File: src/rtl/cache_arb_pkg.sv
// cache_arb_pkg: shared types and constants for the cache port arbiter.
//   arbState_t : FSM state encoding (S_IDLE=0, S_ISSUE=1, S_WAIT=2)
//   AW_DEF/W_DEF : default word-address and data widths
//   ID_W : width of a requester ID (two requesters)
//   SETTLE_W : width of the post-strobe settle counter (SETTLE_CYC <= 3)
package cache_arb_pkg;

    localparam int AW_DEF   = 10;
    localparam int W_DEF    = 32;
    localparam int ID_W     = 1;
    localparam int SETTLE_W = 2;

    typedef enum logic [1:0] {
        S_IDLE  = 2'd0,
        S_ISSUE = 2'd1,
        S_WAIT  = 2'd2
    } arbState_t;

endpackage

File: src/rtl/cache_port_arbiter_rr_pick2.sv
// rr_pick2: combinational two-way picker.
//   req[1:0]    : pending requests
//   lastGnt     : requester that won the previous arbitration
//   winner[1:0] : one-hot winner, 2'b00 when nothing is requested
// Build option CACHE_ARB_RR_EN: defined -> round-robin (the requester that is
// not lastGnt wins a tie); undefined -> fixed priority, requester 0 wins.
module rr_pick2 (
    input  logic       [1:0] req,
    input  logic             lastGnt,
    output logic       [1:0] winner
);

`ifdef CACHE_ARB_RR_EN
    always_comb begin
        winner = 2'b00;
        if (req == 2'b11) begin
            winner = lastGnt ? 2'b01 : 2'b10;
        end else begin
            winner = req;
        end
    end
`else
    // Fixed priority has no use for the round-robin pointer.
    logic unusedLastGnt;
    assign unusedLastGnt = lastGnt;

    always_comb begin
        winner = 2'b00;
        if (req[0]) begin
            winner = 2'b01;
        end else if (req[1]) begin
            winner = 2'b10;
        end
    end
`endif

endmodule

File: src/rtl/cache_port_arbiter.sv
// cache_port_arbiter: two-requester arbiter/sequencer in front of the
// write-through cache. One transaction at a time: accept (IDLE), pulse gnt and
// a single mem_read/mem_write strobe (ISSUE), then hold address/data until the
// cache stops stalling and return completion (WAIT).
// Ports:
//   clk, reset (async, active low)
//   req/req_we/req_addr/req_wdata : requester side, requester i at slice i
//   gnt, rsp_valid, rsp_rdata      : one-cycle grant / completion pulses, read data
//   busy                           : FSM not in IDLE
//   cache_addr/cache_wdata/cache_rd/cache_wr : to WordAddress/DataIn/mem_read/mem_write
//   cache_stall/cache_rdata        : from stall/DataOut
// Handshake: a requester holds req until it sees gnt; gnt and rsp_valid are
// single-cycle pulses; rsp_rdata is meaningful only while rsp_valid is high.
// Build option CACHE_ARB_RR_EN selects round-robin (defined) or fixed
// priority (undefined) arbitration.
// All outputs are registered so nothing toward the cache can glitch.
module cache_port_arbiter
    import cache_arb_pkg::*;
#(
    parameter int AW         = AW_DEF,
    parameter int W          = W_DEF,
    parameter int SETTLE_CYC = 1
) (
    input  logic            clk,
    input  logic            reset,
    input  logic [1:0]      req,
    input  logic [1:0]      req_we,
    input  logic [2*AW-1:0] req_addr,
    input  logic [2*W-1:0]  req_wdata,
    output logic [1:0]      gnt,
    output logic [1:0]      rsp_valid,
    output logic [W-1:0]    rsp_rdata,
    output logic            busy,
    output logic [AW-1:0]   cache_addr,
    output logic [W-1:0]    cache_wdata,
    output logic            cache_rd,
    output logic            cache_wr,
    input  logic            cache_stall,
    input  logic [W-1:0]    cache_rdata
);

    arbState_t           state, stateNext;
    logic [ID_W-1:0]     owner, ownerNext;
    logic                ownerWe, ownerWeNext;
    logic [SETTLE_W-1:0] settleCnt, settleNext;
    logic                lastGnt;
    logic [1:0]          winner;
    logic [ID_W-1:0]     winnerId;

    logic [1:0]          gntNext, rspValidNext;
    logic [W-1:0]        rspRdataNext, wdataNext;
    logic [AW-1:0]       addrNext;
    logic                rdNext, wrNext, busyNext;

    rr_pick2 uPick (
        .req     (req),
        .lastGnt (lastGnt),
        .winner  (winner)
    );

    // Winner is one-hot, so bit 1 is the requester index.
    assign winnerId = winner[1];

`ifdef CACHE_ARB_RR_EN
    logic lastGntNext;

    // Reset value 1 lets requester 0 win the first tie.
    always_ff @(posedge clk or negedge reset) begin
        if (!reset) begin
            lastGnt <= 1'b1;
        end else begin
            lastGnt <= lastGntNext;
        end
    end
`else
    assign lastGnt = 1'b1;
`endif

    always_ff @(posedge clk or negedge reset) begin
        if (!reset) begin
            state <= S_IDLE;
        end else begin
            state <= stateNext;
        end
    end

    // Outputs are produced one state ahead: the values computed on the
    // IDLE->ISSUE transition are what is visible during ISSUE, and so on.
    always_comb begin
        stateNext    = state;
        ownerNext    = owner;
        ownerWeNext  = ownerWe;
        settleNext   = settleCnt;
        gntNext      = 2'b00;
        rspValidNext = 2'b00;
        rspRdataNext = rsp_rdata;
        addrNext     = cache_addr;
        wdataNext    = cache_wdata;
        rdNext       = 1'b0;
        wrNext       = 1'b0;
`ifdef CACHE_ARB_RR_EN
        lastGntNext  = lastGnt;
`endif
        case (state)
            S_IDLE: begin
                if (|req) begin
                    stateNext   = S_ISSUE;
                    ownerNext   = winnerId;
                    ownerWeNext = req_we[winnerId];
                    addrNext    = winnerId ? req_addr[AW +: AW] : req_addr[0 +: AW];
                    wdataNext   = winnerId ? req_wdata[W +: W] : req_wdata[0 +: W];
                    gntNext     = winner;
                    rdNext      = !req_we[winnerId];
                    wrNext      = req_we[winnerId];
`ifdef CACHE_ARB_RR_EN
                    lastGntNext = winnerId;
`endif
                end
            end
            S_ISSUE: begin
                stateNext  = S_WAIT;
                settleNext = SETTLE_W'(SETTLE_CYC);
            end
            S_WAIT: begin
                // The cache raises stall a cycle or so after the strobe; the
                // settle window keeps us from mistaking that gap for a hit.
                if (settleCnt != '0) begin
                    settleNext = settleCnt - SETTLE_W'(1);
                end else if (!cache_stall) begin
                    stateNext           = S_IDLE;
                    rspValidNext[owner] = 1'b1;
                    if (!ownerWe) begin
                        rspRdataNext = cache_rdata;
                    end
                end
            end
            default: begin
                stateNext = S_IDLE;
            end
        endcase
        busyNext = (stateNext != S_IDLE);
    end

    always_ff @(posedge clk or negedge reset) begin
        if (!reset) begin
            owner       <= '0;
            ownerWe     <= 1'b0;
            settleCnt   <= '0;
            gnt         <= 2'b00;
            rsp_valid   <= 2'b00;
            rsp_rdata   <= '0;
            busy        <= 1'b0;
            cache_addr  <= '0;
            cache_wdata <= '0;
            cache_rd    <= 1'b0;
            cache_wr    <= 1'b0;
        end else begin
            owner       <= ownerNext;
            ownerWe     <= ownerWeNext;
            settleCnt   <= settleNext;
            gnt         <= gntNext;
            rsp_valid   <= rspValidNext;
            rsp_rdata   <= rspRdataNext;
            busy        <= busyNext;
            cache_addr  <= addrNext;
            cache_wdata <= wdataNext;
            cache_rd    <= rdNext;
            cache_wr    <= wrNext;
        end
    end

endmodule

File: config.mk
export PLATFORM = sky130hd
export DESIGN_NAME = cache_port_arbiter
export DESIGN_NICKNAME = d
export VERILOG_FILES = /design/src/rtl/cache_arb_pkg.sv /design/src/rtl/cache_port_arbiter_rr_pick2.sv /design/src/rtl/cache_port_arbiter.sv
export SDC_FILE = /design/constraint.sdc
export NUM_CORES = 1
export LEC_CHECK = 0
export ABC_AREA = 0
export ABC_CLOCK_PERIOD_IN_PS = 4100
export CAP_MARGIN = 20
export CORE_MARGIN = 8
export CORE_UTILIZATION = 44
export CTS_BUF_LIST = sky130_fd_sc_hd__clkbuf_16
export DETAILED_ROUTE_END_ITERATION = 16
export GPL_ROUTABILITY_DRIVEN = 0
export PLACE_DENSITY = 0.86
export RECOVER_POWER = 100
export SLEW_MARGIN = 20
export SYNTH_ARGS = -nofsm -noshare
export SYNTH_HDL_FRONTEND = slang
export SYNTH_SLANG_ARGS = --single-unit
export TNS_END_PERCENT = 5
File: constraint.sdc
create_clock -name clk -period 4.1 [get_ports clk]
set_input_delay 0.82 -clock clk [delete_from_list [all_inputs] [get_ports clk]]
set_output_delay 0.82 -clock clk [all_outputs]
set_load 0.05 [all_outputs]
Yosys cells after proc, flatten, opt, wreduce, memory -nomap -nowiden
Cells that the tools add are included.
- add/subtract/negate cells: 1
- magnitude comparators: 3
- equal/unequal tests: 3
- multiplexer cells: 23
- bitwise logic cells: 3
- reductions and logical operators: 10
- operators by type and width (cell ; number):
    two-way mux 32 bit ; 1
    two-way mux 2 bit ; 11
    two-way mux 10 bit ; 1
    two-way mux 1 bit ; 7
    one-hot mux 2 bit (3 select lines) ; 1
    nonzero test 2 bit ; 3
    less-than comparator 1 x 2 -> 1 bit, second input constant ; 2
    one-hot mux 2 bit (2 select lines) ; 1
    AND reduction 2 bit ; 2
    AND reduction 4 bit ; 1
    inverter 1 bit ; 3
    equality test 2 x 1 -> 1 bit, second input constant ; 1
    equality test 2 bit, second input constant ; 1
    zero test 2 bit ; 1
    != test 2 bit, second input constant ; 1
    OR reduction 2 bit ; 1
    subtractor 2 x 1 -> 2 bit, second input constant ; 1
    demux 1 bit (select 1 bit) ; 1
    greater-or-equal comparator 1 bit, second input constant ; 1
    logical AND 1 bit ; 1
    zero test 1 bit ; 1
- flip-flop bits (word level): 87
- bits of input ports: 123
- output and inout bits: 81
- word-level logic and storage cells: 55

Depth between registers and ports, before layout
Gate-level depths: netlist of run 1.
- word-level depth: 7
- gate-level depth with buffers: 6
- mapped depth without buffers: 5

By module
From an unflattened synthesis of run 1, not the netlist that was laid out.
- cells, all modules: 251
- area, all modules: 3988.8 um2
- by module, submodules not included (module ; times used ; cells an instance ; area an instance (um2)):
    cache_port_arbiter ; 1 ; 249 ; 3967.6
    rr_pick2 ; 1 ; 2 ; 21.3

Worst setup path before layout of run 1
Ideal clock, no wire load.
- path kind: input to register
- start point: input req[0]
- end point: register cache_addr[7]
- setup time: 125 ps
- arrival: 1773 ps
- data required time: 3975 ps
- setup slack: 2202 ps
- stages on the path: 5
- buffers on the path: 2
- path through: nand2b_1 > buf_6 > buf_8 > mux2_4 > mux2_4
- cells in the longest elaborated chain, start to end: 2
- elaborated cells between the ends (all ways): 4
- classes of those cells: mux: 2; reduce/logical: 2
- ends and longest elaborated chain (what ; line ; RTL):
    start, declared ; cache_port_arbiter.sv:26 ; input logic [1:0] req,
    two-way mux 2 bit / OR reduction 2 bit (equally long branches) ; cache_port_arbiter_rr_pick2.sv:29, cache_port_arbiter.sv:106 ;
    two-way mux 10 bit / AND reduction 2 bit (equally long branches) ; - ;
    end signal, assigned ; cache_port_arbiter.sv:165 ; cache_addr <= addrNext;
    end, declared ; cache_port_arbiter.sv:34 ; output logic [AW-1:0] cache_addr,
Parallel ways exist; a longest one is shown, timed or not.
A chain may end at the register's enable or synchronous reset.

Worst setup path in the final report of run 1
- start point: input req[0]
- end point: register cache_wdata[9]
- cells in the longest elaborated chain, start to end: 2
- elaborated cells between the ends (all ways): 4
- classes of those cells: mux: 2; reduce/logical: 2
- ends and longest elaborated chain (what ; line ; RTL):
    two-way mux 2 bit / OR reduction 2 bit (equally long branches) ; cache_port_arbiter_rr_pick2.sv:29, cache_port_arbiter.sv:106 ;
    two-way mux 32 bit / AND reduction 2 bit (equally long branches) ; - ;
    end signal, assigned ; cache_port_arbiter.sv:166 ; cache_wdata <= wdataNext;
    end, declared ; cache_port_arbiter.sv:35 ; output logic [W-1:0] cache_wdata,
Parallel ways exist; a longest one is shown, timed or not.

==> impl_metrics.py, run 1 <==
metrics = {
    "status": {
        "status": "finished, violations left",
        "failed_checks": "max-capacitance violations, max-slew violations",
    },
    "placement": {
        "placed_area_sq_um": 6210,
        "pre_cts_slack_ps": 1060,
        "placedCellCount": 555,
        "port_buffers": 203,
        "dp_hpwl_um": 8270,
    },
    "grt": {
        "grt_antenna_before_repair": 0,
        "grt.overflow.total": 0,
        "grt_pass1_vias": 3172,
        "grt_pass1_wl_um": 16900,
        "grtUsageTotal": 0.168,
        "grt_max_degree": 88,
    },
    "job": {
        "drv_cap": 1,
    },
    "clock_network": {
        "post_cts_buffers": 0,
        "holdBufCountCts": 0,
        "cts_num_sinks": 87,
        "clkTransAtPathRegs_ps": 70,
        "htree_levels": 3,
        "cts.path.max_buffers": 2,
        "cts-buffers-inserted": 9,
        "cts_root_buffer": "clkbuf_16",
        "cts_tree": "done",
        "insertion_delay_ps": 330,
        "ctsResizeCount": 0,
    },
    "cells_and_area": {
        "final_area_sq_um": 6320,
        "multiInputGateArea_sq_um": 1640,
        "fin_util": 0.687,
        "fillCellCount": 691,
        "n_antenna_cell": 0,
        "final_cells": 571,
        "drive_gt1_frac": 0.222,
        "nets": 579,
        "area_delta_synth_final_pct": 53.0,
        "ff_latch_area_sq_um": 2180,
    },
    "timing": {
        "tightest_slew_ps": 2120,
        "period_share": 0.753,
        "setup_tns_ps": 0,
        "final_hold_viol_count": 0,
        "min_period_ps": 3090,
        "drv_slew": 88,
        "rsz0062_at_grt": "no",
        "hold-worst-slack_ps": 455,
        "fin_ws_ps": 1010,
        "fmax_ghz": 0.324,
        "relSlewSlack": -0.415,
        "skew_ps": 10.8,
        "finalSetupViolations": 0,
    },
    "detailed_routing": {
        "vias": 2772,
        "vias_per_cell": 4.85,
        "wl_per_cell_um": 18.8,
        "drc": 0,
        "drt_iter0_markers": 81,
        "wirelength_um": 10800,
        "drtAntennaViolNets": 0,
        "drt_first_pass_iters": 3,
    },
    "synth": {
        "synth_seq_cells": 87,
        "synth.net_count": 374,
        "synth_cell_types": 27,
        "synth.avg_cell_area_sq_um": 16.5,
        "seq_area_frac_synth": 0.527,
        "syn_area_sq_um": 4130,
        "ys_warn_count": 0,
        "syn_inst": 250,
    },
    "power_and_ir_drop": {
        "leakage_nw": 2.87,
        "ir_drop_mv": 0.436,
        "fin_total_pwr_mw": 5.25,
        "p_per_area_nw_per_um2": 831,
    },
    "die": {
        "core_sq_um": 9200,
        "die_height_um": 113,
        "ios": 204,
        "start_util": 0.449,
        "die_w_um": 113,
        "placementRows": 35,
        "die_area_sq_um": 12700,
    },
    "critical_path": {
        "r2r_cells": 5,
        "start_kind": "primary input",
        "critPathArrivalTime_ps": 3290,
        "crit_family": "simple AND/OR/NAND/NOR gates",
        "critical_path_required_ps": 4300,
        "reg2reg_to": "cache_wdata[5]",
        "r2r_slack_ps": 1450,
        "cp_max_fo": 24,
        "crit_buf_inv": 2,
        "crit_slowest_cell": "nand2b_1",
        "rr_startpoint": "state[1]",
        "max_stage_delay_ps": 940,
        "worstSetupPathType": "primary input to flop",
        "cp-end-kind": "flop",
        "path_cells": "dlygate4sd3_1, nand2b_1, buf_12, mux2_4, mux2_1",
    },
    "worst_hold_path": {
        "min_delay_path_depth": 1,
        "min_from": "owner",
        "hp-class": "flop to flop",
        "hold_end": "rsp_valid[0]",
    },
}
synth_stat cells (all sizes together):
| library cell | instances | area, sq um |
|---|---|---|
| buf | 13 | 139 |
| mux2i | 2 | 20.0 |
| nand4bb | 1 | 27.5 |
| mux2 | 116 | 1590 |
| o22ai | 1 | 6.26 |
| nand2b | 2 | 12.5 |
| nor2b | 1 | 6.26 |
| o22a | 1 | 8.76 |
| a21oi | 2 | 10.0 |
| o211ai | 1 | 7.51 |
| nor3 | 1 | 5.00 |
| nand3 | 1 | 5.00 |
| ha | 1 | 12.5 |
| and2 | 2 | 13.8 |
| nor2 | 7 | 36.3 |
| dfrtp | 87 | 2180 |
| o21ai | 3 | 18.8 |
| inv | 7 | 26.3 |
| a2bb2oi | 1 | 8.76 |
cells by family (layout without fill, tap and decap cells):
group | Yosys count | in the layout | share of synthesized area
buffers and inverters | 20 | 230 | 0.0400
adders and majority gates | 1 | 1 | 0.00303
muxes | 118 | 118 | 0.390
AOI/OAI and AO/OA | 9 | 9 | 0.0145
and+or+nand+nor | 15 | 15 | 0.0257
DFF | 87 | 87 | 0.527
worst max-delay path by stage:
stage / cells past startpoint / slack, ps / from / endpoint
after floorplan: 5 / 2200 / req[0] / cache_addr[7]
after global placement: 5 / 1130 / req[0] / cache_wdata[31]
after detailed placement: 5 / 1060 / req[0] / cache_addr[1]
after CTS: 5 / 1390 / req[0] / cache_wdata[9]
after global routing: 5 / 900 / req[0] / cache_wdata[30]
final: 5 / 1010 / req[0] / cache_wdata[9]
registers in the layout, summed over array words and instances, names as in the netlist:
| register | count |
|---|---|
| owner | 1 |
| rsp_valid | 2 |
| cache_wr | 1 |
| busy | 1 |
| cache_wdata | 32 |
| settleCnt | 2 |
| gnt | 2 |
| cache_rd | 1 |
| cache_addr | 10 |
| rsp_rdata | 32 |
| ownerWe | 1 |
| state | 2 |
area by class of cell:
class	instances	share of cell area
tap	111	0.0220
multi-input combinational	143	0.259
clock inverter	7	0.00732
sequential	87	0.344
clock buffer	9	0.0356
inverter	7	0.00416
timing repair buffer	207	0.327
worst register-to-register path: stages, from the launching register on:
cell,delay (ps)
dfrtp_1,500
nor2_4,170
o21ai_0,160
inv_1,940
buf_4,400
mux2_1,360
per-layer routing:
metal | part of all wire | GRT usage | up-vias | routed length, um
li1 | - | - | 1300 | -
met1 | 0.39 | 0.179 | 1334 | 4180
met2 | 0.51 | 0.296 | 125 | 5460
met3 | 0.088 | 0.0666 | 13 | 951
met4 | 0.016 | 0.0586 | 0 | 174
met5 | 0 | 0 | - | 0
cell usage in the layout (no fill, tap or decap):
cell / netlist / final
a21oi_1: 2 / 2
a2bb2oi_1: 1 / 1
and2_0: 0 / 1
and2_2: 1 / 1
buf_12: 0 / 1
buf_4: 6 / 3
clkbuf_16: 0 / 9
clkbuf_2: 0 / 1
clkdlybuf4s50_1: 0 / 119
clkinv_1: 0 / 2
clkinv_2: 0 / 1
clkinv_4: 0 / 1
clkinvlp_4: 0 / 1
dfrtp_1: 87 / 87
dlygate4sd3_1: 0 / 83
ha_1: 1 / 1
inv_1: 6 / 7
inv_6: 0 / 2
mux2_1: 0 / 36
mux2_2: 40 / 39
mux2_4: 76 / 41
mux2i_1: 2 / 2
nand2b_1: 2 / 2
nand3_1: 1 / 1
nand4bb_1: 0 / 1
nor2_1: 5 / 5
nor2_2: 1 / 1
nor2_4: 1 / 1
nor2b_1: 1 / 1
nor3_1: 1 / 1
o211ai_1: 1 / 1
o21ai_0: 2 / 3
o22a_1: 1 / 1
o22ai_1: 1 / 1
where the power goes:
group	total, mW	internal, mW	leakage, nW	switching (mW)
Sequential	1.50	1.27	1.07	0.224
Clock	0.744	0.411	0.131	0.334
Combinational	3.01	1.10	1.67	1.91
Total	5.25	2.79	2.87	2.47
Power figures use the tool's default switching activity.
==> inputs of run 2 (changes only) <==
--- a/config.mk
+++ b/config.mk
@@ -6,14 +6,14 @@
 export NUM_CORES = 1
 export LEC_CHECK = 0
 export ABC_AREA = 0
-export ABC_CLOCK_PERIOD_IN_PS = 4100
+export ABC_CLOCK_PERIOD_IN_PS = 3000
 export CAP_MARGIN = 20
 export CORE_MARGIN = 8
-export CORE_UTILIZATION = 44
+export CORE_UTILIZATION = 41
 export CTS_BUF_LIST = sky130_fd_sc_hd__clkbuf_16
 export DETAILED_ROUTE_END_ITERATION = 16
 export GPL_ROUTABILITY_DRIVEN = 0
-export PLACE_DENSITY = 0.86
+export PLACE_DENSITY = 0.81
 export RECOVER_POWER = 100
 export SLEW_MARGIN = 20
 export SYNTH_ARGS = -nofsm -noshare
==> constraint.sdc (replaced) <==
create_clock -name clk -period 3 [get_ports clk]
set_input_delay 0.6 -clock clk [delete_from_list [all_inputs] [get_ports clk]]
set_output_delay 0.6 -clock clk [all_outputs]
set_load 0.05 [all_outputs]
==> run 2 against run 1 <==
  * Total power increased by 34%
  * Design area is 0.40% higher
  * Largest power group unchanged
  * Via count is 0.47% higher
  * Sequential power up 35%
  * Clock-buffer cell count unchanged
  * Sequential share of layout area shrank 0.14 points
  * Clock skew fell by 4.5 ps
  * Register-to-register slack lost 600 ps
  * Global-route usage decreased by 0.81 points
  * First-iteration DRC count fell by 16%
  * The flow now finishes without violations
==> impl_metrics.py, run 2 (same netlist as run 1, synthesis figures left out) <==
metrics = {
    "cells_and_area": {
        "final_area_sq_um": 6350,
        "n_antenna_cell": 0,
        "layout_common_cells": "clkdlybuf4s50_1 (119), dfrtp_1 (87), dlygate4sd3_1 (83)",
        "fin_util": 0.649,
        "final_cells": 592,
        "final_common_cell": "clkdlybuf4s50_1",
        "drive_gt1_frac": 0.214,
        "top_regs": "cache_wdata: 32 flops, rsp_rdata: 32 flops, cache_addr: 10 flops",
        "area_delta_synth_final_pct": 53.6,
        "nets": 578,
    },
    "grt": {
        "met1_usage": 0.168,
        "grt_antenna_before_repair": 0,
        "grt.overflow.total": 0,
        "use_met3": 0.0589,
        "grtUsageMet2": 0.273,
        "grtUsageTotal": 0.160,
        "grt_max_degree": 88,
        "grt_pass1_vias": 3138,
        "grt-busiest-layer": "met2",
        "grt_pass1_wl_um": 16500,
    },
    "timing": {
        "drv_slew": 0,
        "min_period_ps": 2360,
        "rsz0062_at_grt": "no",
        "hold-worst-slack_ps": 328,
        "fin_ws_ps": 636,
        "period_share": 0.788,
        "setup_tns_ps": 0,
        "final_hold_viol_count": 0,
        "tightest_slew_ps": 781,
        "relSlewSlack": 0.479,
        "skew_ps": 6.33,
        "fmax_ghz": 0.423,
        "finalSetupViolations": 0,
    },
    "placement": {
        "placed_area_sq_um": 6240,
        "placedCellCount": 576,
        "dp_hpwl_um": 8190,
        "port_buffers": 203,
        "pre_cts_slack_ps": 622,
    },
    "worst_hold_path": {
        "hp-class": "primary input to async pin",
    },
    "detailed_routing": {
        "drc": 0,
        "drt_iter0_markers": 68,
        "vias": 2785,
        "wirelength_um": 10700,
        "drt_first_pass_iters": 4,
        "drtAntennaViolNets": 0,
        "vias_per_cell": 4.70,
        "wl_per_cell_um": 18.1,
    },
    "critical_path": {
        "rr_startpoint": "settleCnt[0]",
        "r2r_cells": 6,
        "start_kind": "primary input",
        "critical_path_required_ps": 3210,
        "r2r_slack_ps": 850,
        "crit_path_end": "rsp_rdata[8]",
        "worstSetupPathType": "primary input to flop",
        "cp_max_fo": 32,
        "cp-startpoint": "cache_stall",
        "reg2reg_to": "rsp_rdata[8]",
        "critPathArrivalTime_ps": 2570,
        "cp-end-kind": "flop",
    },
    "clock_network": {
        "holdBufCountCts": 0,
        "cts_root_buffer": "clkbuf_16",
        "htree_levels": 3,
        "ctsResizeCount": 0,
        "insertion_delay_ps": 330,
        "post_cts_buffers": 0,
        "cts.path.max_buffers": 2,
        "cts_num_sinks": 87,
        "clkTransAtPathRegs_ps": 60,
        "cts_tree": "done",
        "cts-buffers-inserted": 9,
    },
    "power_and_ir_drop": {
        "p_sw_mw": 3.31,
        "p_seq_frac": 0.287,
        "ir_drop_mv": 0.516,
        "p_per_area_nw_per_um2": 1110,
        "switching_share": 0.470,
        "p_comb_frac": 0.562,
        "pwr-share-clk": 0.151,
        "fin_total_pwr_mw": 7.04,
        "internal_power_mw": 3.73,
        "leakage_nw": 2.88,
    },
    "status": {
        "status": "finished, final reports clean",
    },
    "die": {
        "core_sq_um": 9770,
        "die_height_um": 116,
        "ios": 204,
        "die_area_sq_um": 13500,
        "start_util": 0.423,
        "placementRows": 36,
        "die_w_um": 116,
    },
    "job": {
        "drv_cap": 0,
    },
}
-- run 2: cell count changes in the layout (fill, tap and decap cells not counted), moves of 2 or more --
cell,change
buf_4,-3
mux2_4,-3
inv_6,-2
mux2_1,+2
-- run 2: cell type report --
| cell class | count | area [sq um] |
|---|---|---|
| Inverter | 7 | 26.3 |
| Clock buffer | 9 | 225 |
| Clock inverter | 7 | 56.3 |
| Fill cell | 782 | 3430 |
| Tap cell | 133 | 166 |
| Timing Repair Buffer | 206 | 2070 |
| Sequential cell | 87 | 2180 |
| Multi-Input combinational cell | 143 | 1630 |
-- run 2: power by group through the flow --
stage                     clock network [mW]  logic [mW]  registers, mW
after floorplan                            0        1.22           3.90
after global placement                     0        4.48           2.06
after detailed placement                   0        4.54           2.09
after CTS                               1.10        4.55           2.08
after global routing                    1.15        4.12           2.10
final                                   1.06        3.95           2.02
-- run 2: critical path: stages --
cell	delay, ps
dlygate4sd3_1	550
nand4bb_1	260
nor2_2	110
clkbuf_2	620
mux2_2	420
-- run 2: worst min path at each step --
stage	from	endpoint	slack, ps
2_1_floorplan	reset	busy	300
3_3_place_gp	owner	rsp_valid[0]	440
3_5_place_dp	owner	rsp_valid[0]	440
4_1_cts	owner	rsp_valid[0]	450
5_1_grt	reset	gnt[0]	390
6_report	reset	cache_wdata[21]	330
-- run 2: per-layer routing --
metal | routed length [um] | vias to the layer above | share of wire
met5 | 0 | - | 0
met4 | 312 | 0 | 0.029
met3 | 1010 | 22 | 0.095
met2 | 5400 | 130 | 0.50
met1 | 3980 | 1336 | 0.37
li1 | - | 1297 | -
